**src/rtl/square_wave_meter.sv**
```systemverilog
// Square-wave period meter: synchronizes an asynchronous square wave, measures the
// rising-edge to rising-edge period in clk cycles and reports period, floor(log2(period)),
// a power-of-two flag, a lock flag and a no-edge timeout.
// Optional duty-cycle measurement (high_o, sym_o) is built when SQUARE_METER_DUTY_EN is defined.
module square_wave_meter #(
  parameter int unsigned SIZE     = 24,
  parameter int unsigned PERIOD_W = SIZE + 2,
  parameter int unsigned EXP_W    = $clog2(PERIOD_W),
  parameter int unsigned LOCK_CNT = 4
) (
  input  logic                clk,
  input  logic                rst_i,
  input  logic                sig_i,
  output logic [PERIOD_W-1:0] period_o,
  output logic [EXP_W-1:0]    exp_o,
  output logic                pow2_o,
  output logic                valid_o,
  output logic                locked_o,
  output logic                timeout_o,
  output logic [PERIOD_W-1:0] high_o,
  output logic                sym_o
);

  localparam int unsigned          MATCH_W   = $clog2(LOCK_CNT + 1);
  localparam logic [PERIOD_W-1:0]  CNT_MAX   = '1;
  localparam logic [MATCH_W-1:0]   MATCH_TOP = MATCH_W'(LOCK_CNT - 1);

  typedef enum logic [0:0] {StIdle, StMeasure} state_e;

  // Index of the most significant set bit (0 for a zero input).
  function automatic logic [EXP_W-1:0] msb_idx(input logic [PERIOD_W-1:0] v);
    logic [EXP_W-1:0] idx;
    idx = '0;
    for (int unsigned i = 0; i < PERIOD_W; i++) begin
      if (v[i]) idx = EXP_W'(i);
    end
    return idx;
  endfunction

  // sync_q[0] is the metastability flop, sync_q[1] the synchronized level, sync_q[2] its delay.
  logic [2:0]          sync_q, sync_d;
  state_e              state_q, state_d;
  logic [PERIOD_W-1:0] cnt_q, cnt_d;
  logic [PERIOD_W-1:0] period_q, period_d;
  logic [EXP_W-1:0]    exp_q, exp_d;
  logic                pow2_q, pow2_d;
  logic                valid_q, valid_d;
  logic                locked_q, locked_d;
  logic                timeout_q, timeout_d;
  logic [MATCH_W-1:0]  match_q, match_d;

  logic rise, arm, measure, expire;

  assign rise    = sync_q[1] & ~sync_q[2];
  assign arm     = (state_q == StIdle) & rise;
  assign measure = (state_q == StMeasure) & rise;
  // A rise on the final count wins over the timeout.
  assign expire  = (state_q == StMeasure) & ~rise & (cnt_q == CNT_MAX);

  // Synchronizer shift chain next state.
  always_comb begin
    sync_d = {sync_q[1:0], sig_i};
  end

  // FSM next state, period counter, measurement and lock tracking.
  always_comb begin
    state_d   = state_q;
    cnt_d     = cnt_q;
    period_d  = period_q;
    exp_d     = exp_q;
    pow2_d    = pow2_q;
    valid_d   = 1'b0;
    locked_d  = locked_q;
    timeout_d = timeout_q;
    match_d   = match_q;
    unique case (state_q)
      StIdle: begin
        if (rise) begin
          state_d   = StMeasure;
          cnt_d     = PERIOD_W'(1);
          timeout_d = 1'b0;
        end
      end
      StMeasure: begin
        if (measure) begin
          cnt_d    = PERIOD_W'(1);
          valid_d  = 1'b1;
          period_d = cnt_q;
          exp_d    = msb_idx(cnt_q);
          pow2_d   = ((cnt_q & (cnt_q - PERIOD_W'(1))) == '0);
          if (cnt_q == period_q) begin
            match_d  = (match_q == MATCH_TOP) ? match_q : match_q + MATCH_W'(1);
            locked_d = (match_d == MATCH_TOP);
          end else begin
            match_d  = '0;
            locked_d = 1'b0;
          end
        end else if (expire) begin
          state_d   = StIdle;
          cnt_d     = '0;
          timeout_d = 1'b1;
          locked_d  = 1'b0;
          match_d   = '0;
          period_d  = '0;
          exp_d     = '0;
          pow2_d    = 1'b0;
        end else begin
          cnt_d = cnt_q + PERIOD_W'(1);
        end
      end
    endcase
  end

  // State registers with synchronous reset.
  always_ff @(posedge clk) begin
    if (rst_i) begin
      sync_q    <= '0;
      state_q   <= StIdle;
      cnt_q     <= '0;
      period_q  <= '0;
      exp_q     <= '0;
      pow2_q    <= 1'b0;
      valid_q   <= 1'b0;
      locked_q  <= 1'b0;
      timeout_q <= 1'b0;
      match_q   <= '0;
    end else begin
      sync_q    <= sync_d;
      state_q   <= state_d;
      cnt_q     <= cnt_d;
      period_q  <= period_d;
      exp_q     <= exp_d;
      pow2_q    <= pow2_d;
      valid_q   <= valid_d;
      locked_q  <= locked_d;
      timeout_q <= timeout_d;
      match_q   <= match_d;
    end
  end

  assign period_o  = period_q;
  assign exp_o     = exp_q;
  assign pow2_o    = pow2_q;
  assign valid_o   = valid_q;
  assign locked_o  = locked_q;
  assign timeout_o = timeout_q;

`ifdef SQUARE_METER_DUTY_EN
  logic [PERIOD_W-1:0] hcnt_q, hcnt_d;
  logic [PERIOD_W-1:0] high_q, high_d;
  logic                sym_q, sym_d;

  // High-time counter; the rise cycle itself is the first high cycle of the new period.
  always_comb begin
    hcnt_d = hcnt_q;
    high_d = high_q;
    sym_d  = sym_q;
    if (arm || measure) begin
      hcnt_d = PERIOD_W'(1);
    end else if (state_q == StIdle) begin
      hcnt_d = '0;
    end else if (sync_q[1]) begin
      hcnt_d = hcnt_q + PERIOD_W'(1);
    end
    if (measure) begin
      high_d = hcnt_q;
      sym_d  = ({hcnt_q, 1'b0} == {1'b0, cnt_q});
    end else if (expire) begin
      high_d = '0;
      sym_d  = 1'b0;
    end
  end

  // Duty registers with synchronous reset.
  always_ff @(posedge clk) begin
    if (rst_i) begin
      hcnt_q <= '0;
      high_q <= '0;
      sym_q  <= 1'b0;
    end else begin
      hcnt_q <= hcnt_d;
      high_q <= high_d;
      sym_q  <= sym_d;
    end
  end

  assign high_o = high_q;
  assign sym_o  = sym_q;
`else
  assign high_o = '0;
  assign sym_o  = 1'b0;
`endif

endmodule

```
**config.mk**
```make
export PLATFORM = sky130hd
export DESIGN_NAME = square_wave_meter
export DESIGN_NICKNAME = d
export VERILOG_FILES = /design/src/rtl/square_wave_meter.sv
export SDC_FILE = /design/constraint.sdc
export NUM_CORES = 1
export LEC_CHECK = 0
export ABC_AREA = 1
export CORE_MARGIN = 10
export CORE_UTILIZATION = 36
export CTS_BUF_LIST = sky130_fd_sc_hd__clkbuf_8
export CTS_CLUSTER_DIAMETER = 80
export DETAILED_ROUTE_END_ITERATION = 16
export PLACE_DENSITY = 0.58
export SETUP_SLACK_MARGIN = 0.2
export SYNTH_ARGS = -nofsm -noshare
export SYNTH_HDL_FRONTEND = slang
export SYNTH_SLANG_ARGS = --single-unit
```
**constraint.sdc**
```tcl
create_clock -name clk -period 4.6 [get_ports clk]
set_input_delay 0.92 -clock clk [delete_from_list [all_inputs] [get_ports clk]]
set_output_delay 0.92 -clock clk [all_outputs]
set_load 0.02 [all_outputs]
```
# Word-level counts from Yosys, hierarchy flattened
# Cells that the tools add are included.
dict set report word_totals {
  wordCells 83
  output_inout_bits 62
  input_bits 3
  register_bits 68
}
dict set report op_classes {
  eq_ne 7
  n_addsub 3
  muxes 50
  reduce_logical 5
  bitwise_logic 8
}
# op count
set ops {}
lappend ops {{$mux W26} 5}
lappend ops {{$mux W5} 26}
lappend ops {{$pmux W26 S2} 1}
lappend ops {{$add A26 B1 Y26 const B} 1}
lappend ops {{$and A26 B26 Y26} 1}
lappend ops {{$eq A26 B26 Y1} 1}
lappend ops {{$eq A26 B26 Y1 const B} 1}
lappend ops {{$logic_not A26 Y1} 1}
lappend ops {{$sub A26 B1 Y26 const B} 1}
lappend ops {{$mux W1} 12}
lappend ops {{$mux W3} 4}
lappend ops {{$eq A3 B2 Y1 const B} 2}
lappend ops {{$and A1 B1 Y1} 4}
lappend ops {{$ne A2 B2 Y1 const B} 2}
lappend ops {{$pmux W1 S2} 2}
lappend ops {{$add A3 B1 Y3 const B} 1}
lappend ops {{$not A1 Y1} 3}
lappend ops {{$reduce_and A3 Y1} 1}
lappend ops {{$ne A2 B1 Y1 const B} 1}
lappend ops {{$reduce_and A2 Y1} 1}
lappend ops {{$reduce_bool A2 Y1} 1}
lappend ops {{$reduce_or A2 Y1} 1}

# Depth between registers and ports, before layout
# Gate-level depths: netlist of the first run.
dict set report depth {
  word_depth 26
  mapped_depth 24
  depth_no_buf 23
}

# Worst setup path after synthesis of the first run
# No wires, ideal clock.
dict set report synth_path {
  kind {register to register}
  startpoint {reg cnt_q[1]}
  endpoint {reg cnt_q[22]}
  stages_incl_launch_ff 16
  synth_period_minus_slack_ns 2.103
  path_slack_ns 2.497
  path_buffers 1
  required_ns 4.468
  t_arrival_ns 1.971
  setup_ns 0.132
  cell_sequence {dfxtp_1 -> ha_1 -> nand3_2 -> nor2_4 -> nand2_2 -> nor2_4 -> nand2_2 -> nor3_4 -> nand4_2 -> nor2_4 -> nand3_4 -> o21ai_4 -> inv_2 -> buf_6 -> o21ai_1 -> a21oi_1}
}
dict set report synth_via {
  elab_chain_cells 5
  elab_cells_between_ends 6
  cone_classes {add/sub (1); eq/ne (1); mux (3); bitwise (1)}
}
# element line_no
set synth_rtl {}
lappend synth_rtl {{from (decl)} 43} ;# logic [PERIOD_W-1:0] cnt_q, cnt_d;
lappend synth_rtl {{from (signal assigned)} 130} ;# cnt_q <= cnt_d;
lappend synth_rtl {{branches (longest 2 deep; another with $add A26 B1 Y26)} n/a}
lappend synth_rtl {{$mux W26 *} 98} ;# end else if (expire) begin
lappend synth_rtl {{$mux W26 *} 85} ;# if (measure) begin
lappend synth_rtl {{$pmux W26 S2 *} 76} ;# unique case (state_q)
# Every way passes the cells marked *.
# A chain may end at the register's enable or synchronous reset.

# Worst setup path in the final report of the first run
dict set report layout_path {
  startpoint {reg cnt_q[1]}
  endpoint {reg exp_q[0], in the netlist exp_o[0]}
}
dict set report layout_via {
  elab_chain_cells 26
  elab_cells_between_ends 30
  cone_classes {eq/ne (1); mux (26); bitwise (1); reduce/logical (2)}
}
# element line_no
set layout_rtl {}
lappend layout_rtl {{$mux W1} 35} ;# if (v[i]) idx = EXP_W'(i);
lappend layout_rtl {{$mux W5 (24 in a row)} 35}
lappend layout_rtl {{$mux W5} 85}
lappend layout_rtl {{to (signal assigned)} 132} ;# exp_q <= exp_d;
lappend layout_rtl {{to (decl)} 45} ;# logic [EXP_W-1:0] exp_q, exp_d;
# Several ways; a longest one is shown, not always the timed one.

==> impl_metrics.ini, run 1 <==
[clock_network]
cts.path.max_buffers = 2
clock_latency_ns = 0.35
cts.repair.resized = 0
numCtsBuffers = 9
tritoncts = done
cts_root_buf = clkbuf_8
cts_hold_buf = 0
post-cts-setup-buffers = 0
cts_sinks = 68
path_clk_slew_ns = 0.08
htree_num_levels = 3

[hold_path]
min_to = sync_q[1]
hold_start = sync_q[0]
whs_path_depth = 2
hold_class = reg -> reg

[sta]
finalSetupViolCount = 0
skew_ns = 0.01382
worst_pin_slew_ns = 0.9037
rsz0062_at_grt = false
fin_setup_tns_ns = 0
whs_ns = 0.4085
max_freq_mhz = 340.7
timing.final.crit_share_pct = 63.81
slew_viol_final = 0
period_minus_slack_ns = 2.935
finalHoldViolCount = 0
max_slew_margin_pct = 39.69

[drt]
drc = 0
vias = 3907
dr.pass1.iters = 5
via_per_inst = 5.022
wire_per_inst_um = 14.48
totalWireLength_um = 11270
dr.first_iter.drc_count = 341
drtAntennaViolNets = 0

[place]
port_buffers = 37
dp.cells = 763
gp_congestion = 0.9285
dp_hpwl_um = 8513
dpl-instance-area_um2 = 4494

[logic_synthesis]
synth_top_area_share_pct = 32.65
synth_ff_type = dfxtp_1
yosysWarnings = 0
synth-seq-cells = 68
synthTopCellsByCount = nand2_1, dfxtp_1, nor2_1
synth_most_common_cell = nand2_1
netlist_area_um2 = 4169
postSynthCellCount = 611
ys_seq_area_share_pct = 32.65
ys_top_cells_by_area = dfxtp_1, nand2_1, nand3_1
synth_edf_count = 0
synthArstFlopShare_pct = 0
synth_top_cell_by_area = dfxtp_1
syn_area_per_cell_um2 = 6.823
ys_types = 43

[worst_setup_path]
critical_path.startpoint_type = register
cp.arrival_ns = 3.19
ff2ff_setup_slack_ns = 1.66
cp_cell_sequence = ha_1 > nand3_2 > nor2_4 > nand2_2 > nor2_4 > inv_1 > nor2_1 > nand3_1 > nand2_1 > clkinv_1 > buf_4 > nand3_1 > o21ai_0 > inv_1 > nand2_1
r2r-end = exp_o[0]
worstPathRequired_ns = 4.85
worst-path-buf-inv = 4
critPathTopFamily = simple AND/OR/NAND/NOR gates
critPathCaptureType = register
r2r_cells = 15
rr_startpoint = cnt_q[1]
setup.worst_path.class = reg -> reg
slowest_delay_ns = 0.38
cp_slowest_cell = dfxtp_1
crit_fanout = 22

[layout]
drive_above_1_share_pct = 8.661
fin_cells = 778
fin_area_um2 = 4686
area_growth_pct = 12.39
fin_nets = 637
diodes = 0
utilization_pct = 41.21

[job]
max_cap_viol_count = 0

[floorplan]
die_area_um2 = 16280
core_area_um2 = 11370
die_w_um = 127.6
initial_utilization_pct = 36.67
rows = 39
dieHeight_um = 127.6
pin_count = 65

[pwr]
p_per_area_nw_per_um2 = 249.4
p_leak_uw = 0.001936
irDropWorstVdd_v = 0.0001344

[grt]
first_global_vias = 3638
antenna_found_initial = 0
overflow = 0
grt_pass1_wl_um = 18790
grt_use_total_pct = 13.80
grt_max_degree = 30

[outcome]
outcome = finished clean
## worst min-delay path, delay by kind of cell (launching register included)
family | cells | cell delay (ns)
flip-flops | 1 | 0.30
buffers and inverters | 1 | 0.04
AND/OR/NAND/NOR | 1 | 0.03
## cell type report
class,count,area [µm²]
clock buffer,10,137.6
inverter,55,206.4
clock inverter,5,53.80
tap,143,178.9
multi-input combinational,455,2340
sequential,68,1361
fill,1205,6684
timing repair buffer,42,407.9
## per-stage QoR
| step | power, µW | setup slack (ns) |
|---|---|---|
| global route | 1206 | 1.341 |
| global placement | 683.3 | 1.441 |
| floorplan | 683.3 | 2.497 |
| detailed placement | 682.9 | 1.450 |
| finish | 1168 | 1.665 |
| CTS | 1173 | 1.639 |
## worst max-delay path by stage
stage          cells after the start  slack, ns         to  startpoint
2_1_floorplan                     15       2.50  cnt_q[22]    cnt_q[1]
3_3_place_gp                       6       1.44   exp_o[0]       rst_i
3_5_place_dp                       6       1.45   exp_o[0]       rst_i
4_1_cts                           12       1.64   exp_o[0]   cnt_q[19]
5_1_grt                           12       1.34   exp_o[0]   cnt_q[19]
6_report                          15       1.66   exp_o[0]    cnt_q[1]
## flip-flops by register name, summed over array words and instances, names as in the netlist, 3 cells and up
register  cells
match_q       3
cnt_q        26
sync_q        3
exp_o         5
period_o     26
## cells by family (layout without fill, tap and decap cells)
family          Yosys count  in the layout  synth area share, %
buf+inv                 114            112                13.57
xor+xnor                 28             28                5.882
compound gates           97             97                12.97
flops                    68             68                32.65
other cells               1             27              0.08995
fa+ha+maj                 3              3               0.9005
simple gates            300            300                33.94
## routing by layer
metal / part of all wire, % / wire (µm) / global-route usage, %
met2: 45 / 5092 / 20.88
met3: 5.5 / 618 / 3.681
met4: 1.7 / 191 / 4.172
met1: 48 / 5363 / 18.71
met5: 0 / 0 / 0
## placed cells by master (no fill, tap or decap), drive strengths merged, types with 2 or more instances in the layout
master,n
clkbuf,10
nand4,12
buf,5
o31ai,6
inv,55
xor2,18
dfxtp,68
ha,3
nor3,19
nand3,55
xnor2,10
a21oi,38
clkinvlp,2
nand3b,3
or2,15
nor2,58
conb,27
nor4,4
nand2,132
clkdlybuf4s50,37
clkinv,2
o21ai,47
## power by group
| part | switching (µW) | internal, µW |
|---|---|---|
| Sequential | 1.84 | 591 |
| Combinational | 63.6 | 14.6 |
| Clock | 238 | 259 |
No activity file was read; power rests on OpenSTA's default activity.
==> inputs of run 2 (changes only) <==
Clock period 4.6 ns to 2.9 ns, I/O delays scaled along.
==> run 2 against run 1 <==
Net effect:
- cell area up 0.99%
- die area unchanged
- sequential cell count unchanged
- fmax up 18%
- critical path depth down 1
- core utilization up 0.41 points
- first-iteration DRC count down 10%
- via count up 1.8%
==> impl_metrics.ini, run 2 (synthesis results as in run 1) <==
[sta]
slew_viol_final = 0
finalSetupViolCount = 0
fin_setup_tns_ns = 0
skew_ns = 0.008773
max_freq_mhz = 403.7
worst_pin_slew_ns = 0.5448
whs_ns = 0.4139
finalHoldViolCount = 0
max_slew_margin_pct = 63.64
period_minus_slack_ns = 2.477
rsz0062_at_grt = true
timing.final.crit_share_pct = 85.42

[layout]
area_growth_pct = 13.51
final_cell_mix = nand2_1, dfxtp_1, nor2_1
utilization_pct = 41.62
fin_nets = 643
final_common_cell = nand2_1
drive_above_1_share_pct = 9.844
diodes = 0
fin_cells = 783

[pwr]
clock_power_share_pct = 40.2
p_leak_uw = 0.001974
p_per_area_nw_per_um2 = 377.1
power.total_uw = 1784
power.switching_uw = 453.5
combPwrFrac_pct = 7.1
irDropWorstVdd_v = 0.0001692
p_int_uw = 1331
p_seq_share_pct = 52.7
switching_share_pct = 25.41

[worst_setup_path]
slowest_delay_ns = 0.37
setup.worst_path.class = reg -> reg
worstPathRequired_ns = 3.13
worst_path_most_repeated_cell = nor2_4
cp_slowest_cell = dfxtp_1
critPathCaptureType = register
crit_fanout = 20
critical_path.startpoint_type = register
cp.arrival_ns = 2.70
cp_cell_sequence = ha_2 > nand3_2 > nor2_4 > nand2_2 > nor2_4 > nand2_2 > nor3_4 > nand4_2 > nor2_4 > nand3_4 > o21ai_4 > inv_4 > nand3b_1 > a21oi_1

[floorplan]
pin_count = 65
dieHeight_um = 127.6
die_area_um2 = 16280
rows = 39
core_area_um2 = 11370
die_w_um = 127.6
initial_utilization_pct = 36.67

[clock_network]
path_clk_slew_ns = 0.07
tritoncts = done
cts_root_buf = clkbuf_8
htree_num_levels = 3
clock_latency_ns = 0.36
cts.path.max_buffers = 2
numCtsBuffers = 9
cts_hold_buf = 0
cts_sinks = 68

[grt]
first_global_vias = 3925
overflow = 0
grt_use_total_pct = 14.38
grt_pass1_wl_um = 19310
antenna_found_initial = 0
grt_max_degree = 36

[hold_path]
hold_class = reg -> reg

[drt]
dr.first_iter.drc_count = 306
wire_per_inst_um = 14.76
dr.pass1.iters = 7
drc = 0
vias = 3976
totalWireLength_um = 11560
drtAntennaViolNets = 0
via_per_inst = 5.078

[place]
gp_congestion = 0.9587
dp.cells = 768
port_buffers = 37
dp_hpwl_um = 8819

[job]
max_cap_viol_count = 0

[outcome]
outcome = finished clean
==> run 2: stage by stage <==
step	cell area, µm²	setup WS (ns)
finish	4732	0.4229
global route	4732	0.1913
floorplan	4267	0.7967
CTS	4707	0.2662
global placement	4532	0.3385
detailed placement	4532	0.2915
==> run 2: path summary, 6_finish.rpt <==
path / startpoint / to / slack (ns) / depth (start not counted)
max: cnt_q[1] / cnt_q[4] / 0.42 / 14
min: sync_q[0] / sync_q[1] / 0.41 / 2
max reg2reg: cnt_q[1] / cnt_q[4] / 0.42 / 14
min reg2reg: sync_q[0] / sync_q[1] / 0.41 / 2
==> run 2: final cells by class <==
| cell class | count | area, µm² |
|---|---|---|
| multi-input combinational | 455 | 2355 |
| clock buffer | 12 | 165.2 |
| timing repair buffer | 48 | 452.9 |
| clock inverter | 2 | 10.01 |
| inverter | 55 | 209.0 |
| tap | 143 | 178.9 |
| fill | 1213 | 6638 |
| sequential | 68 | 1361 |
==> run 2: critical path: cells and delay by family, from the launching register on <==
family | cells | cell delay [ns]
and+or+nand+nor | 10 | 1.24
buffers and inverters | 1 | 0.17
AOI/OAI and AO/OA | 2 | 0.32
DFF | 1 | 0.37
adders and majority gates | 1 | 0.23
==> run 2: per-layer routing <==
metal | vias up | share of wire, % | GRT usage, %
met5 | - | 0 | 0
met4 | 0 | 1.7 | 5.232
met3 | 12 | 6.0 | 3.598
met2 | 121 | 46 | 23.15
met1 | 1852 | 46 | 18.18
li1 | 1991 | - | -
==> run 2: power groups by stage <==
stage               logic, µW  clock network, µW  registers [µW]
floorplan                 122                  0             962
global placement          123                  0             962
detailed placement        124                  0             962
CTS                       124                743             941
global route              140                778             941
finish                    127                717             941
==> run 2: timing repair <==
item / CTS / global route
buffers inserted: 0 / 1
gates resized for setup: 0 / 5
endpoints found under the setup margin: 0 / 21
